### src/rtl/archie_upload_pkg.sv
// ----------------------------------------------------------------------------
// archie_upload_pkg
// Shared types and constants for the SDRAM upload path (archie_ram_uploader).
//   state_t         : upload read-master FSM states
//   WB_CTI_CLASSIC  : wishbone cycle type for single classic reads
//   WB_SEL_WORD     : byte-select for full 32-bit word reads
// ----------------------------------------------------------------------------
package archie_upload_pkg;

    typedef enum logic [1:0] {
        ST_IDLE,
        ST_DEMAND,
        ST_PREFETCH,
        ST_PF_REDIRECT
    } state_t;

    localparam logic [2:0] WB_CTI_CLASSIC = 3'b000;
    localparam logic [3:0] WB_SEL_WORD    = 4'hF;

endpackage

### src/rtl/archie_ram_uploader.sv
// ----------------------------------------------------------------------------
// archie_ram_uploader
// Wishbone read master streaming SDRAM words to the HPS over the ioctl upload
// channel. A one-word prefetch buffer hides SDRAM latency on sequential reads.
//
// Ports
//   clk_sys, reset        : system clock, synchronous active-high reset
//   ioctl_upload          : upload session active (level)
//   ioctl_rd, ioctl_addr  : one-cycle read request, word-aligned byte address
//   ioctl_din, ioctl_wait : read data to HPS, hold-off request
//   upload_active         : bus-mux select (session or wishbone cycle live)
//   wb_*                  : classic wishbone read master port
//   timeout_err           : sticky, set when a read gets no ack in time
// ----------------------------------------------------------------------------
module archie_ram_uploader
    import archie_upload_pkg::*;
#(
    parameter bit          PREFETCH = 1'b1,
    parameter int unsigned TIMEOUT  = 1023,
    parameter logic [31:0] FILL     = 32'hFFFF_FFFF
) (
    input  logic        clk_sys,
    input  logic        reset,
    input  logic        ioctl_upload,
    input  logic        ioctl_rd,
    input  logic [24:0] ioctl_addr,
    output logic [31:0] ioctl_din,
    output logic        ioctl_wait,
    output logic        upload_active,
    output logic        wb_cyc,
    output logic        wb_stb,
    output logic        wb_we,
    output logic [3:0]  wb_sel,
    output logic [2:0]  wb_cti,
    output logic [25:0] wb_adr,
    input  logic [31:0] wb_dat_i,
    input  logic        wb_ack,
    output logic        timeout_err
);

    state_t       r_state;
    logic [31:0]  r_buf_data;
    logic [23:2]  r_buf_adr;
    logic         r_buf_vld;
    logic [23:2]  r_adr;       // address of the current/next wishbone cycle
    logic [23:2]  r_req_adr;   // request latched while a prefetch drains
    logic         r_stb;
    logic         r_want;      // HPS is waiting on the in-flight prefetch word
    logic         r_upload_q;
    logic         r_active;
    logic         r_terr;
    logic [31:0]  r_din;
    logic         r_wait;
    logic [31:0]  r_tcnt;

    logic [23:2]  w_rd_adr;
    logic         w_rd;
    logic         w_hit;
    logic         w_ack;
    logic         w_tmo;
    logic         w_done;
    logic         w_up_rise;
    logic         w_unused;

    assign w_rd_adr  = ioctl_addr[23:2];
    assign w_rd      = ioctl_rd & ioctl_upload;
    assign w_hit     = r_buf_vld && (r_buf_adr == w_rd_adr);
    assign w_ack     = r_stb & wb_ack;
    assign w_tmo     = (TIMEOUT != 0) && r_stb && !wb_ack && (r_tcnt == TIMEOUT - 1);
    assign w_done    = w_ack | w_tmo;
    assign w_up_rise = ioctl_upload & ~r_upload_q;
    assign w_unused  = ^{ioctl_addr[24], ioctl_addr[1:0]};

    // In DEMAND/PREFETCH a low r_stb is the one-cycle gap before the next
    // cycle: the state is entered with stb low and raises it a cycle later.
    always_ff @(posedge clk_sys) begin
        if (reset) begin
            // NOTE: the buffer word is reset too; r_buf_vld alone would guard
            // it, but a clean reset state keeps ioctl_din deterministic.
            r_state    <= ST_IDLE;
            r_buf_data <= '0;
            r_buf_adr  <= '0;
            r_buf_vld  <= 1'b0;
            r_adr      <= '0;
            r_req_adr  <= '0;
            r_stb      <= 1'b0;
            r_want     <= 1'b0;
            r_upload_q <= 1'b0;
            r_active   <= 1'b0;
            r_terr     <= 1'b0;
            r_din      <= '0;
            r_wait     <= 1'b0;
            r_tcnt     <= '0;
        end else begin
            // NOTE: later non-blocking writes in this block override earlier
            // ones, so the FSM case below can re-raise r_stb after the gap.
            r_upload_q <= ioctl_upload;
            r_active   <= ioctl_upload || (r_state != ST_IDLE);
            r_tcnt     <= (r_stb && !w_done) ? r_tcnt + 1 : '0;
            if (w_up_rise) r_terr <= 1'b0;
            if (w_done)    r_stb  <= 1'b0;
            if (w_tmo)     r_terr <= 1'b1;

            case (r_state)
                ST_IDLE: begin
                    if (w_rd) begin
                        if (w_hit) begin
                            r_din <= r_buf_data;
                            if (PREFETCH) begin
                                r_adr   <= r_buf_adr + 22'd1;
                                r_stb   <= 1'b1;
                                r_state <= ST_PREFETCH;
                            end
                        end else begin
                            r_wait  <= 1'b1;
                            r_adr   <= w_rd_adr;
                            r_stb   <= 1'b1;
                            r_state <= ST_DEMAND;
                        end
                    end
                end

                ST_DEMAND: begin
                    if (!r_stb) begin
                        if (!ioctl_upload) begin
                            r_wait  <= 1'b0;
                            r_state <= ST_IDLE;
                        end else begin
                            r_stb <= 1'b1;
                        end
                    end else if (w_done) begin
                        r_wait <= 1'b0;
                        if (!ioctl_upload) begin
                            r_state <= ST_IDLE;
                        end else begin
                            r_din <= w_ack ? wb_dat_i : FILL;
                            if (PREFETCH && w_ack) begin
                                r_adr   <= r_adr + 22'd1;
                                r_state <= ST_PREFETCH;
                            end else begin
                                r_state <= ST_IDLE;
                            end
                        end
                    end
                end

                ST_PREFETCH: begin
                    if (!r_stb) begin
                        if (!ioctl_upload) begin
                            r_state <= ST_IDLE;
                        end else begin
                            r_stb <= 1'b1;
                            // Nothing on the bus yet: a request simply
                            // becomes the demand read.
                            if (ioctl_rd) begin
                                r_adr   <= w_rd_adr;
                                r_wait  <= 1'b1;
                                r_state <= ST_DEMAND;
                            end
                        end
                    end else if (w_done) begin
                        r_want <= 1'b0;
                        if (!ioctl_upload) begin
                            r_wait  <= 1'b0;
                            r_state <= ST_IDLE;
                        end else if (r_want || (w_rd && w_rd_adr == r_adr)) begin
                            // The prefetched word is the one the HPS asked for.
                            r_wait <= 1'b0;
                            r_din  <= w_ack ? wb_dat_i : FILL;
                            if (w_ack) r_adr   <= r_adr + 22'd1;
                            else       r_state <= ST_IDLE;
                        end else begin
                            if (w_ack) begin
                                r_buf_data <= wb_dat_i;
                                r_buf_adr  <= r_adr;
                                r_buf_vld  <= 1'b1;
                            end else begin
                                r_buf_vld  <= 1'b0;
                            end
                            if (w_rd) begin
                                r_adr   <= w_rd_adr;
                                r_wait  <= 1'b1;
                                r_state <= ST_DEMAND;
                            end else begin
                                r_state <= ST_IDLE;
                            end
                        end
                    end else if (w_rd && !r_wait) begin
                        r_wait <= 1'b1;
                        if (w_rd_adr == r_adr) begin
                            r_want <= 1'b1;
                        end else begin
                            r_req_adr <= w_rd_adr;
                            r_state   <= ST_PF_REDIRECT;
                        end
                    end
                end

                ST_PF_REDIRECT: begin
                    // The in-flight prefetch is never aborted; its data is dropped.
                    if (w_done) begin
                        if (!ioctl_upload) begin
                            r_wait  <= 1'b0;
                            r_state <= ST_IDLE;
                        end else begin
                            r_adr   <= r_req_adr;
                            r_state <= ST_DEMAND;
                        end
                    end
                end

                default: r_state <= ST_IDLE;
            endcase

            if (!ioctl_upload || w_up_rise) r_buf_vld <= 1'b0;
        end
    end

    assign ioctl_din     = r_din;
    assign ioctl_wait    = r_wait;
    assign upload_active = r_active;
    assign wb_cyc        = r_stb;
    assign wb_stb        = r_stb;
    assign wb_we         = 1'b0;
    assign wb_sel        = WB_SEL_WORD;
    assign wb_cti        = WB_CTI_CLASSIC;
    assign wb_adr        = {2'b00, r_adr, 2'b00};
    assign timeout_err   = r_terr;

endmodule

### config.mk
export PLATFORM = sky130hd
export DESIGN_NAME = archie_ram_uploader
export DESIGN_NICKNAME = d
export VERILOG_FILES = /design/src/rtl/archie_upload_pkg.sv /design/src/rtl/archie_ram_uploader.sv
export SDC_FILE = /design/constraint.sdc
export NUM_CORES = 1
export LEC_CHECK = 0
export CORE_MARGIN = 3
export CORE_UTILIZATION = 35
export DETAILED_ROUTE_END_ITERATION = 12
export SYNTH_ARGS = -nofsm -noshare
export SYNTH_HDL_FRONTEND = slang
export SYNTH_SLANG_ARGS = --single-unit
### constraint.sdc
create_clock -name clk_sys -period 7.02 [get_ports clk_sys]
set_input_delay 1.404 -clock clk_sys [delete_from_list [all_inputs] [get_ports clk_sys]]
set_output_delay 1.404 -clock clk_sys [all_outputs]
set_load 0.005 [all_outputs]
# Word level (Yosys, flattened, before mapping)
# Index checks and enable logic that the tools add are counted.
[totals] regBits=171 inputBits=62 word_cells=159
[op_classes] n_addsub=3 n_eq_ne=30 mux=73 bitwise=9 n_reduce_logical=30
[op_table] cell="22-bit 2-to-1 mux" count=15
[op_table] cell="32-bit 2-to-1 mux" count=10
[op_table] cell="32-bit one-hot mux with 3 select lines" count=1
[op_table] cell="22-bit one-hot mux with 4 select lines" count=1
[op_table] cell="22-bit by 1-bit adder with 22-bit output, second input constant" count=2
[op_table] cell="22-bit == test" count=2
[op_table] cell="2-bit 2-to-1 mux" count=17
[op_table] cell="32-bit by 1-bit adder with 32-bit output, second input constant" count=1
[op_table] cell="32-bit by 10-bit == test with 1-bit output, second input constant" count=1
[op_table] cell="1-bit 2-to-1 mux" count=26
[op_table] cell="2-bit != test, second input constant" count=12
[op_table] cell="3-bit != test, second input constant" count=6
[op_table] cell="4-bit != test, second input constant" count=4
[op_table] cell="8-bit AND reduction" count=2
[op_table] cell="6-bit != test, second input constant" count=2
[op_table] cell="11-bit AND reduction" count=1
[op_table] cell="10-bit AND reduction" count=1
[op_table] cell="5-bit AND reduction" count=2
[op_table] cell="2-bit one-hot mux with 4 select lines" count=1
[op_table] cell="2-bit nonzero test" count=4
[op_table] cell="1-bit logical AND" count=6
[op_table] cell="6-bit AND reduction" count=1
[op_table] cell="2-bit OR reduction" count=3
[op_table] cell="1-bit inverter" count=5
[op_table] cell="other kinds (11)" count=19

# Depth between registers and ports, before layout
[logic_depth] word_depth=8 depth_mapped=12

# Worst setup path after synthesis
# OpenSTA, ideal clock, no wires.
[synth_timing] path_type="input to register" start="in ioctl_addr[17]" end="reg r_adr[8] (netlist bit)" t_arrival_ps=3385 path_slack_ps=3506 stages=9 path_cell_list="clkbuf_1 xnor2_1 nand4_1 nor4_4 a31oi_2 a21o_1 buf_2 a222oi_1 a21oi_1"
[synth_via] elab_chain_len=8 elab_cells_between_ends=14 cone_classes="eq/ne (3); mux (7); reduce/logical (4)"
[synth_lines] element="start: declaration" line_no="archie_ram_uploader.sv:26" source="input logic [24:0] ioctl_addr,"
[synth_lines] element="22-bit == test" line_no="archie_ram_uploader.sv:166" source="end else if (r_want || (w_rd && w_rd_adr == r_adr)) begin"
[synth_lines] element="1-bit logical AND" line_no="archie_ram_uploader.sv:166"
[synth_lines] element="1-bit logical OR" line_no="archie_ram_uploader.sv:166"
[synth_lines] element="22-bit 2-to-1 mux" line_no="archie_ram_uploader.sv:166"
[synth_lines] element="22-bit 2-to-1 mux" line_no="archie_ram_uploader.sv:163" source="if (!ioctl_upload) begin"
[synth_lines] element="22-bit 2-to-1 mux" line_no="archie_ram_uploader.sv:161" source="end else if (w_done) begin"
[synth_lines] element="22-bit 2-to-1 mux" line_no="archie_ram_uploader.sv:148" source="if (!r_stb) begin"
[synth_lines] element="22-bit one-hot mux with 4 select lines" line_no="archie_ram_uploader.sv:104" source="case (r_state)"
[synth_lines] element="end signal: assignment" line_no="archie_ram_uploader.sv:110" source="r_adr <= r_buf_adr + 22'd1;"
[synth_lines] element="end signal: assignment" line_no="archie_ram_uploader.sv:156" source="r_adr <= w_rd_adr;"
[synth_lines] element="end signal: assignment" line_no="archie_ram_uploader.sv:170" source="if (w_ack) r_adr <= r_adr + 22'd1;"
[synth_lines] element="end: declaration" line_no="archie_ram_uploader.sv:45" source="logic [23:2] r_adr;"
# Parallel ways exist; a longest one is shown, timed or not. The select of a mux whose other input is x is not followed.
# A chain may end at the register's enable or synchronous reset.

# Final worst setup path
[layout_timing] start="in wb_ack" end="reg r_adr[18] (netlist bit)"
[layout_via] elab_chain_len=7 elab_cells_between_ends=19 cone_classes="eq/ne (4); mux (9); bitwise (2); reduce/logical (4)"
[layout_lines] element="start: declaration" line_no="archie_ram_uploader.sv:37" source="input logic wb_ack,"
[layout_lines] element="1-bit AND" line_no="archie_ram_uploader.sv:68" source="assign w_ack = r_stb & wb_ack;"
[layout_lines] element="22-bit 2-to-1 mux (5 in series)"
[layout_lines] element="22-bit one-hot mux with 4 select lines"
[layout_lines] element="end signal: assignment" line_no="archie_ram_uploader.sv:110"
[layout_lines] element="end signal: assignment" line_no="archie_ram_uploader.sv:116" source="r_adr <= w_rd_adr;"
[layout_lines] element="end signal: assignment" line_no="archie_ram_uploader.sv:138" source="r_adr <= r_adr + 22'd1;"
# Parallel ways exist; a longest one is shown, timed or not. The select of a mux whose other input is x is not followed.

==> parameters.txt <==
Parameter                              Value

Run status
  Status ... complete, no violations

Clock tree
  Hold-fix buffers at CTS ... 0
  CTS tree ... built
  # resized after CTS ... 0
  Number of sinks on the clock net ... roughly 170
  H-Tree Level Count ... 4
  Post-CTS setup buffer count ... 0
  Max Root-Sink Buffers ... 2
  Inserted Clock Buffers ... 17
  Clock slew at the register clock pins of the worst setup and hold paths ... around 0.07 ns
  Latest clock arrival within the worst-skew pair ... 0.44 ns
  Root buf cell ... sky130_fd_sc_hd__clkbuf_16

Logic synthesis
  Proportion of synthesized chip area in sequential cells ... 36.3%
  Cell area after synthesis ... between 0.009 and 0.01 mm^2
  Yosys warning total ... 0
  Prevailing post-synth register cell ... sky130_fd_sc_hd__dfxtp_1
  Share of async-settable or async-resettable flops after synthesis ... 0%
  Synth unique cells ... 67
  Most frequent cell after synthesis ... sky130_fd_sc_hd__dfxtp_1
  Post-synthesis area per instance ... approximately 8.4 um^2
  #FFs+latches synth ... approximately 170
  Number of enable-type register cells in the synthesized netlist ... 0
  Fraction of post-synthesis cell area in the top cell type by area ... 36.3%
  Cell accounting for the most synthesized area ... sky130_fd_sc_hd__dfxtp_1
  Most frequent cells after synthesis ... 171 x sky130_fd_sc_hd__dfxtp_1, 161 x sky130_fd_sc_hd__nand2_1, 88 x sky130_fd_sc_hd__nor2_1
  Top post-synthesis cells by area ... sky130_fd_sc_hd__dfxtp_1 36%, sky130_fd_sc_hd__xnor2_1 6.8%, sky130_fd_sc_hd__nand2_1 6.4%, sky130_fd_sc_hd__o41ai_2 4.8%, sky130_fd_sc_hd__a21oi_1 4.2%
  Number of cells produced by synthesis ... 1128

Timing
  Setup violators final ... 0
  Total negative slack for setup checks ... 0 ns
  Fraction of the cycle the final worst path needs ... 63.4%
  Slew at the pin closest to its max-slew limit ... around 1.2 ns
  Setup repair after global routing missed its margin ... no
  Hold violation total from the final report ... 0
  Minimum period implied by the final worst setup slack ... 4.45 ns
  Worst rel slew slack ... 21.6%
  Maximum clock frequency ... 225 MHz
  Count of final max-slew check failures ... 0
  Final worst clock skew ... 0.0153 ns

Floorplan
  Overall die area ... 0.0290 mm^2
  Chip height ... 170 um
  Count of boundary I/O pins ... 133
  Starting density of the core ... a little over a third
  FP Rows ... 59
  Overall die width ... 170 um
  Core area ... 0.0263 mm^2

Pwr
  Largest vdd supply drop ... between 150 and 200 uV
  Portion of total power attributed to sequential cells ... between 30% and 40%
  Power density normalized to cell area ... 285 mW/mm^2
  Sw Pwr ... 1.24 mW
  Clock Power Share ... 30.7%
  Overall power after layout ... 3.23 mW
  Relative contribution of combinational cells to total power ... 32.2%
  P_leak ... 3.63 nW
  P_int ... 1.99 mW
  Sw frac ... a little under two fifths

Global route
  Grt total ovfl ... 0
  GRT Resource Usage Total ... 19.5%
  Initial antenna violation count ... 1
  Global-route wire length before repair ... 45500 um
  Number of global-route vias before repair ... a little over 8000
  Pin count of the biggest net entering global routing ... 65

Drt
  First drt pass iteration count ... 5
  Routed via count ... 8567
  DRT antenna net count ... 0
  Remaining design rule violation count ... 0
  Detailed-route wire length per cell ... approximately 19 um
  Wire length reported by the detailed router ... 28600 um
  Initial DRC Count ... 699
  Routed vias/inst ... between 5 and 6

Layout
  Sequential standard cell area ... approximately 0.0034 mm^2
  Post-layout net count ... 1249
  Inserted Diodes ... 0
  Area overhead of the layout relative to synthesis ... 19.8%
  Multi-input logic area ... around 0.0055 mm^2
  Filler Cells Inserted ... around 2600
  Fraction of layout instances using a drive strength above 1 ... 8.56%

Critical path
  Data required time of the worst path ... about 7.4 ns
  Endpoint type of the worst setup path ... flop
  Worst path cell trace ... clkdlybuf4s50_1 > nand4b_1 > nor4_4 > a31o_2 > o221a_2 > o21a_1 > o211ai_1 > o221a_2
  Family with the most delay on the worst path ... compound AO/OA/AOI/OAI gates
  Top cell by count, worst path ... sky130_fd_sc_hd__o221a_2
  CP Buf/Inv Count ... 1
  Largest fanout on the critical path ... 28
  CP max stage delay ... 0.90 ns
  Worst endpoint data arrival time ... 4.78 ns
  Critical path class ... in -> reg
  Startpoint type of the worst setup path ... input pin
  Library cell contributing the largest single delay on the critical path ... sky130_fd_sc_hd__o21a_1

Placement
  Number of buffers inserted by port buffering ... roughly 120
  Hpwl dp ... 18500 um
  Placer congestion estimate ... 0.923

Hold path
  Class of the most critical hold timing path ... reg -> reg

Flow run
  Reported max-cap violation count ... 0
## state kept, by name, indices dropped and copies added, names as in the netlist
register / flops
r_want: 1
timeout_err: 1
r_req_adr: 22
r_buf_vld: 1
r_buf_adr: 22
ioctl_din: 32
wb_cyc: 1
r_upload_q: 1
r_tcnt: 32
upload_active: 1
r_state: 2
ioctl_wait: 1
r_adr: 22
r_buf_data: 32
## power groups by stage
stage	sequential [mW]	combinational [mW]	clock (mW)
6_report	1.20	1.04	0.992
5_1_grt	1.21	1.13	1.06
4_1_cts	1.19	1.04	1.01
3_5_place_dp	1.21	1.04	0
3_3_place_gp	1.21	1.03	0
2_1_floorplan	1.15	0.704	0
## placed cells by master, fill, tap and decap left out, drive strengths merged, types with 8 or more instances in the layout
| cell type | n |
|---|---|
| a211oi | 12 |
| a21oi | 80 |
| a221oi | 9 |
| a22oi | 9 |
| a31oi | 12 |
| and2 | 9 |
| and3 | 18 |
| and4 | 9 |
| buf | 16 |
| clkbuf | 17 |
| clkdlybuf4s50 | 116 |
| conb | 12 |
| dfxtp | 171 |
| ha | 8 |
| inv | 21 |
| mux2i | 23 |
| nand2 | 161 |
| nand3 | 23 |
| nand4 | 29 |
| nor2 | 88 |
| nor3 | 15 |
| nor4 | 9 |
| o211ai | 35 |
| o21ai | 36 |
| o22ai | 36 |
| o41ai | 32 |
| xnor2 | 73 |
| xor2 | 34 |
## metal layers
layer | part of all wire [%] | track usage, % | up-vias
met5 | 0.045 | 0 | -
met4 | 1.1 | 4.48 | 2
met3 | 7.4 | 4.55 | 26
met2 | 46 | 31.3 | 288
met1 | 45 | 26.6 | 4086
li1 | - | - | 4165
## stage by stage
step | hold WS [ns] | instances | setup WS [ns] | cell area, um^2 | util (%)
2_1_floorplan | 0.408 | 1138 | 3.51 | 9480 | -
3_3_place_gp | 0.420 | 1495 | 2.26 | 10700 | 40.6
3_5_place_dp | 0.428 | 1495 | 2.17 | 10700 | 40.6
4_1_cts | 0.440 | 1527 | 2.59 | 11300 | 43.0
5_1_grt | 0.465 | 1527 | 2.34 | 11300 | 43.0
6_report | 0.434 | 1527 | 2.57 | 11300 | 43.0
## worst reg2reg max path, delay by kind of cell (launching register included)
kind                     cells  cell delay (ns)
AO/OA/AOI/OAI                6             2.12
adder cells (fa/ha/maj)      1             0.48
buffers and inverters        2             0.50
flip-flops                   1             0.39
## final timing paths
kind | start | to | slack, ns | cells after the start
worst max-delay path | wb_ack | r_adr[18]$_SDFFE_PP0P_ | 2.57 | 8
worst min-delay path | r_upload_q$_SDFF_PP0_ | r_buf_vld$_SDFFE_PP0P_ | 0.43 | 2
worst max register to register | r_state[0]$_SDFFE_PP0P_ | r_adr[18]$_SDFFE_PP0P_ | 3.42 | 9
worst min register to register | r_upload_q$_SDFF_PP0_ | r_buf_vld$_SDFFE_PP0P_ | 0.43 | 2
## final cells by class
class / instances / share of cell area (%)
Clock inverter: 15 / 1.78
Multi-Input combinational cell: 842 / 48.6
Timing Repair Buffer: 132 / 11.3
Clock buffer: 17 / 3.76
Inverter: 15 / 0.498
Tap cell: 335 / 3.71
Sequential cell: 171 / 30.3
## kinds of logic (layout without fill, tap and decap cells)
logic type               Yosys count  count (layout)  synth area share (%)
XOR/XNOR                         107             107                  9.93
AO/OA/AOI/OAI                    303             303                  23.9
adder cells (fa/ha/maj)            8               8                  1.06
buffers and inverters            125             179                  6.31
AND/OR/NAND/NOR                  383             383                  19.3
multiplexers                      29              29                  3.15
flip-flops                       171             171                  36.3
other                              2              12                0.0796
No activity file was read; power rests on OpenSTA's default activity.
